===== src/rtl/writeback_unit_pkg.sv =====
// Shared types and default sizes for the writeback unit and its load buffer.
package writeback_unit_pkg;

    // Types
    typedef logic [4:0]  reg_id_t;
    typedef logic [31:0] op_t;

    typedef struct packed {
        reg_id_t rd;
        op_t     data;
    } wb_req_t;

    // Parameters
    localparam int LD_FIFO_DEPTH_DEFAULT = 2;

endpackage


===== src/rtl/writeback_unit_wb_fifo.sv =====
// Synchronous FIFO of writeback requests; accepts a push while full if a pop happens in the same cycle.
module wb_fifo
    import writeback_unit_pkg::*;
#(
    parameter int DEPTH = LD_FIFO_DEPTH_DEFAULT
) (
    input  logic    clk,
    input  logic    rst,
    input  logic    push,
    input  wb_req_t push_data,
    input  logic    pop,
    output wb_req_t pop_data,
    output logic    full,
    output logic    empty
);

    localparam int AW = (DEPTH > 1) ? $clog2(DEPTH) : 1;

    wb_req_t       mem [DEPTH];
    logic [AW-1:0] wr_ptr;
    logic [AW-1:0] rd_ptr;
    logic [AW:0]   count;
    logic          do_push;
    logic          do_pop;

    assign empty    = (count == '0);
    assign full     = (count == (AW+1)'(DEPTH));
    assign do_pop   = pop && !empty;
    assign do_push  = push && (!full || do_pop);
    assign pop_data = mem[rd_ptr];

    always_ff @(posedge clk) begin
        if (do_push && !rst) begin
            mem[wr_ptr] <= push_data;
        end
    end

    // Pointers wrap naturally because DEPTH is a power of two.
    always_ff @(posedge clk) begin
        if (rst) begin
            wr_ptr <= '0;
            rd_ptr <= '0;
            count  <= '0;
        end else begin
            if (do_push) wr_ptr <= wr_ptr + AW'(1);
            if (do_pop)  rd_ptr <= rd_ptr + AW'(1);
            count <= count + (AW+1)'(do_push) - (AW+1)'(do_pop);
        end
    end

endmodule


===== src/rtl/writeback_unit.sv =====
// Register-file writeback arbiter: buffered loads beat the ALU, one write per cycle.
// Optional busy scoreboard is built only when ASTRIO_WB_SCOREBOARD_EN is defined.
module writeback_unit
    import writeback_unit_pkg::*;
#(
    parameter int LD_FIFO_DEPTH = LD_FIFO_DEPTH_DEFAULT
) (
    input  logic        clk,
    input  logic        rst,
    input  logic        alu_valid,
    input  reg_id_t     alu_rd,
    input  op_t         alu_data,
    output logic        alu_ready,
    input  logic        ld_valid,
    input  reg_id_t     ld_rd,
    input  op_t         ld_data,
    output logic        ld_ready,
    input  logic        issue_valid,
    input  reg_id_t     issue_rd,
    output logic        enable_write,
    output reg_id_t     write_id,
    output op_t         write_data,
    output logic [31:0] busy,
    output logic [31:0] retired_count
);

    wb_req_t fifo_head;
    wb_req_t sel;
    logic    fifo_full;
    logic    fifo_empty;
    logic    sel_valid;

    // Both sources look ready while reset is held so upstream never stalls on it.
    assign ld_ready  = rst || !fifo_full;
    assign alu_ready = rst || fifo_empty;

    wb_fifo #(
        .DEPTH(LD_FIFO_DEPTH)
    ) u_ld_fifo (
        .clk      (clk),
        .rst      (rst),
        .push     (ld_valid && ld_ready),
        .push_data(wb_req_t'{rd: ld_rd, data: ld_data}),
        .pop      (!fifo_empty),
        .pop_data (fifo_head),
        .full     (fifo_full),
        .empty    (fifo_empty)
    );

    assign sel_valid = !fifo_empty || alu_valid;
    assign sel       = fifo_empty ? wb_req_t'{rd: alu_rd, data: alu_data} : fifo_head;

    always_ff @(posedge clk) begin
        if (rst) begin
            enable_write  <= 1'b0;
            write_id      <= '0;
            write_data    <= '0;
            retired_count <= '0;
        end else begin
            enable_write <= sel_valid && (sel.rd != '0);
            if (sel_valid) begin
                write_id   <= sel.rd;
                write_data <= sel.data;
            end
            if (sel_valid && (sel.rd != '0)) begin
                retired_count <= retired_count + 32'd1;
            end
        end
    end

`ifdef ASTRIO_WB_SCOREBOARD_EN
    logic [31:0] busy_next;

    // Clear first so a same-cycle reissue of the written register keeps it busy.
    always_comb begin
        busy_next = busy;
        if (enable_write) busy_next[write_id] = 1'b0;
        if (issue_valid && (issue_rd != '0)) busy_next[issue_rd] = 1'b1;
        busy_next[0] = 1'b0;
    end

    always_ff @(posedge clk) begin
        if (rst) begin
            busy <= '0;
        end else begin
            busy <= busy_next;
        end
    end
`else
    logic issue_unused;
    assign issue_unused = issue_valid ^ (^issue_rd);
    assign busy         = '0;
`endif

endmodule

===== config.mk =====
export PLATFORM = sky130hd
export DESIGN_NAME = writeback_unit
export DESIGN_NICKNAME = d
export VERILOG_FILES = /design/src/rtl/writeback_unit_pkg.sv /design/src/rtl/writeback_unit_wb_fifo.sv /design/src/rtl/writeback_unit.sv
export SDC_FILE = /design/constraint.sdc
export NUM_CORES = 1
export LEC_CHECK = 0
export BUFFER_PORTS_ARGS = -buffer_cell sky130_fd_sc_hd__buf_4
export CORE_UTILIZATION = 52
export DETAILED_ROUTE_END_ITERATION = 16
export PLACE_DENSITY = 0.92
export SETUP_SLACK_MARGIN = 0.15
export SYNTH_ARGS = -nofsm -noshare
export SYNTH_HDL_FRONTEND = slang
export SYNTH_SLANG_ARGS = --single-unit

===== constraint.sdc =====
create_clock -name clk -period 7.04 [get_ports clk]
set_input_delay 0.704 -clock clk [delete_from_list [all_inputs] [get_ports clk]]
set_output_delay 0.704 -clock clk [all_outputs]
set_load 0.01 [all_outputs]

==> flow_metrics.py <==
metrics = {
    "final_layout": {
        "final_cell_area_sq_um": 8060,
        "areaGrowthSynthToFinish_pct": 26.8,
        "drive_above_1_share_pct": 31.3,
        "fillCellCount": 843,
        "num_antenna_cells": 0,
        "final_nets": 746,
        "finalCoreUtilization_pct": 67.4,
        "layout_commonest_cell": "buf_4",
        "most-common-layout-cells": "154 x buf_4, 74 x dfxtp_1, 74 x edfxtp_1, 64 x a211oi_1, 47 x nor2_1",
    },
    "pwr": {
        "seq_power_share_pct": 45.9,
        "power.share.clock_pct": 44.9,
        "p_int_w": 0.00163,
        "switching_share_pct": 22.8,
        "p_total_w": 0.00211,
        "comb_power_share_pct": 9.2,
        "p_sw_w": 0.000481,
        "powerDensity_nw_per_um2": 262,
        "p_leak_nw": 3.28,
        "ir_drop_v": 0.000171,
    },
    "worst_hold_path": {
        "min_from": "ld_data[2]",
        "hold_path_depth": 1,
        "hp-class": "input port to register",
        "min_to": "u_ld_fifo.mem[1][2]",
    },
    "floorplan": {
        "dieArea_sq_um": 12700,
        "die_x_um": 113,
        "num_io_pins": 188,
        "start_util_pct": 53.1,
        "design.core.area_sq_um": 12000,
        "rows": 40,
        "die_h_um": 113,
    },
    "cts": {
        "clk_latency_ps": 420,
        "htree_levels": 4,
        "cts_setup_buffers": 0,
        "ctsResizeCount": 0,
        "cts_tree": "yes",
        "clkSlewWorstSetupHoldPaths_ps": 60,
        "clockBufferDepth": 2,
        "cts_made_buffers": 17,
        "cts_hold_buf": 0,
        "clkSinkCount": 149,
        "ctsRootBufferMaster": "clkbuf_16",
    },
    "logic_synthesis": {
        "ys_seq_area_share_pct": 58.6,
        "synth_area_leader_cell": "edfxtp_1",
        "dominantRegCellSynth": "dfxtp_1",
        "syn_area_sq_um": 6350,
        "ys_top_cells_by_area": "edfxtp_1 35%, dfxtp_1 24%, a211oi_1 7.6%",
        "synth_edf_count": 74,
        "syn-instance-count": 523,
        "synth-seq-cells": 149,
        "yosysWarnings": 0,
        "syn_area_per_cell_sq_um": 12.1,
        "synthArstFlopShare_pct": 0,
        "ys_types": 48,
        "synth_top_cell_area_share_pct": 35.0,
    },
    "run": {
        "max_cap_violations": 0,
    },
    "worst_setup_path": {
        "cp_cell_sequence": "nor2_4 -> buf_4 -> mux2i_1 -> nand4_4 -> o21ai_4 -> mux2i_1 -> nor2_1",
        "worstPathMaxFanout": 72,
        "r2r_cells": 7,
        "cp_common_cell": "mux2i_1",
        "cpPeakStageDelay_ps": 610,
        "reg2reg_from": "u_ld_fifo.count[0]",
        "cp.required_ps": 7310,
        "critPathKind": "register to register",
        "worstPathArrival_ps": 3200,
        "crit_family": "multiplexers",
        "reg2reg_slack_ps": 4110,
        "setup.worst_path.end_class": "register",
        "critPathBufInv": 1,
        "startpoint_type": "register",
        "timing.rr.end": "retired_count[1]",
        "crit_slowest_cell": "buf_4",
    },
    "global_routing": {
        "grtUsageTotal_pct": 22.1,
        "grt_max_degree": 80,
        "grt_pass1_wl_mm": 21.4,
        "overflow": 0,
        "antenna_found_initial": 0,
        "grt_pass1_vias": 4376,
    },
    "drt": {
        "drc_errors": 0,
        "drtIter0Drc": 309,
        "drt-pass1-iter-count": 6,
        "wl_mm": 13.6,
        "wl_per_cell_um": 16.5,
        "ant_nets": 0,
        "vias": 4442,
        "viasPerCell": 5.41,
    },
    "sta": {
        "period_share_pct": 41.6,
        "tns_ps": 0,
        "relSlewSlack_pct": 36.0,
        "rsz0062_at_grt": "no",
        "final_max_slew_viol_count": 0,
        "worst_slew_pin_slew_ps": 960,
        "min_period_ps": 2930,
        "timing.fmax_ghz": 0.342,
        "hold_ws_ps": 473,
        "hold_viol_final": 0,
        "finClkSkew_ps": 8.46,
        "finalSetupViolations": 0,
    },
    "run_status": {
        "status": "complete, no violations",
    },
    "placement": {
        "place.gp.congestion": 0.834,
        "dpl.hpwl_mm": 8.63,
        "place_area_sq_um": 7430,
        "io_buffer_count": 149,
    },
}
[registers in the layout, summed over array words and instances (netlist names), named ones only]
signal / flops
u_ld_fifo.mem: 74
retired_count: 32
write_data: 32
write_id: 5
u_ld_fifo.count: 2
enable_write: 1
u_ld_fifo.rd_ptr: 1
u_ld_fifo.wr_ptr: 1
[power by group through the flow]
stage	combinational, W	sequential (W)	clock [W]
finish	0.000194	0.000970	0.000948
detailed placement	0.000194	0.000987	0
floorplan	0.000113	0.000993	0
global route	0.000211	0.000972	0.00101
CTS	0.000196	0.000970	0.000965
global placement	0.000186	0.000985	0
[through the flow]
step | cells | worst slack, ps
after floorplan | 554 | 1530
after global placement | 789 | 4130
after detailed placement | 789 | 4060
after CTS | 821 | 4060
after global routing | 821 | 3910
final | 821 | 4110
[cells in the mapped netlist, drive strengths merged (3+ instances only)]
master,count
nand2,11
buf,41
and3,6
nor4,3
a211oi,64
o2111ai,10
a21oi,8
o211ai,13
dfxtp,75
inv,5
clkbuf,25
edfxtp,74
nand4,3
or3,3
nor2,48
and2,3
o21ai,9
mux2i,38
mux2,4
xor2,28
nor2b,32
nand3,5
[cell type report]
class | count | area (sq um) | area share (%)
sequential | 149 | 3720 | 46.2
tap | 147 | 184 | 2.28
timing repair buffer | 154 | 1160 | 14.4
clock buffer | 19 | 464 | 5.76
multi-input combinational | 334 | 2340 | 29.1
clock inverter | 13 | 165 | 2.05
inverter | 5 | 18.8 | 0.233
[logic make-up (layout without fill, tap and decap cells)]
| logic type | count (synthesis) | count (layout) | synth area share [%] |
|---|---|---|---|
| and+or+nand+nor | 124 | 124 | 11.0 |
| muxes | 42 | 42 | 6.70 |
| other | 1 | 32 | 0.0590 |
| DFF | 149 | 149 | 58.6 |
| adders and majority gates | 1 | 1 | 0.197 |
| buffers and inverters | 71 | 191 | 6.52 |
| AOI/OAI and AO/OA | 105 | 105 | 12.8 |
| xor gates and xnor gates | 30 | 30 | 4.14 |
[worst max path at each step]
stage	from	endpoint	slack, ps	cells past startpoint
2_1_floorplan	rst	u_ld_fifo.mem[0][0]	1530	3
6_report	u_ld_fifo.count[0]	retired_count[1]	4110	7
3_3_place_gp	rst	u_ld_fifo.mem[1][22]	4130	3
3_5_place_dp	rst	u_ld_fifo.mem[1][16]	4060	3
4_1_cts	u_ld_fifo.count[0]	retired_count[1]	4060	7
5_1_grt	u_ld_fifo.count[0]	retired_count[23]	3910	7
[routing by layer]
metal  track usage, %  share of wire [%]  vias up
li1                 -                  -     2137
met1             26.1                 42     2101
met2             37.2                 50      190
met3             7.51                7.2       14
met4             8.53                1.1        0
met5                0                  0        -
No activity file was read; power rests on OpenSTA's default activity.
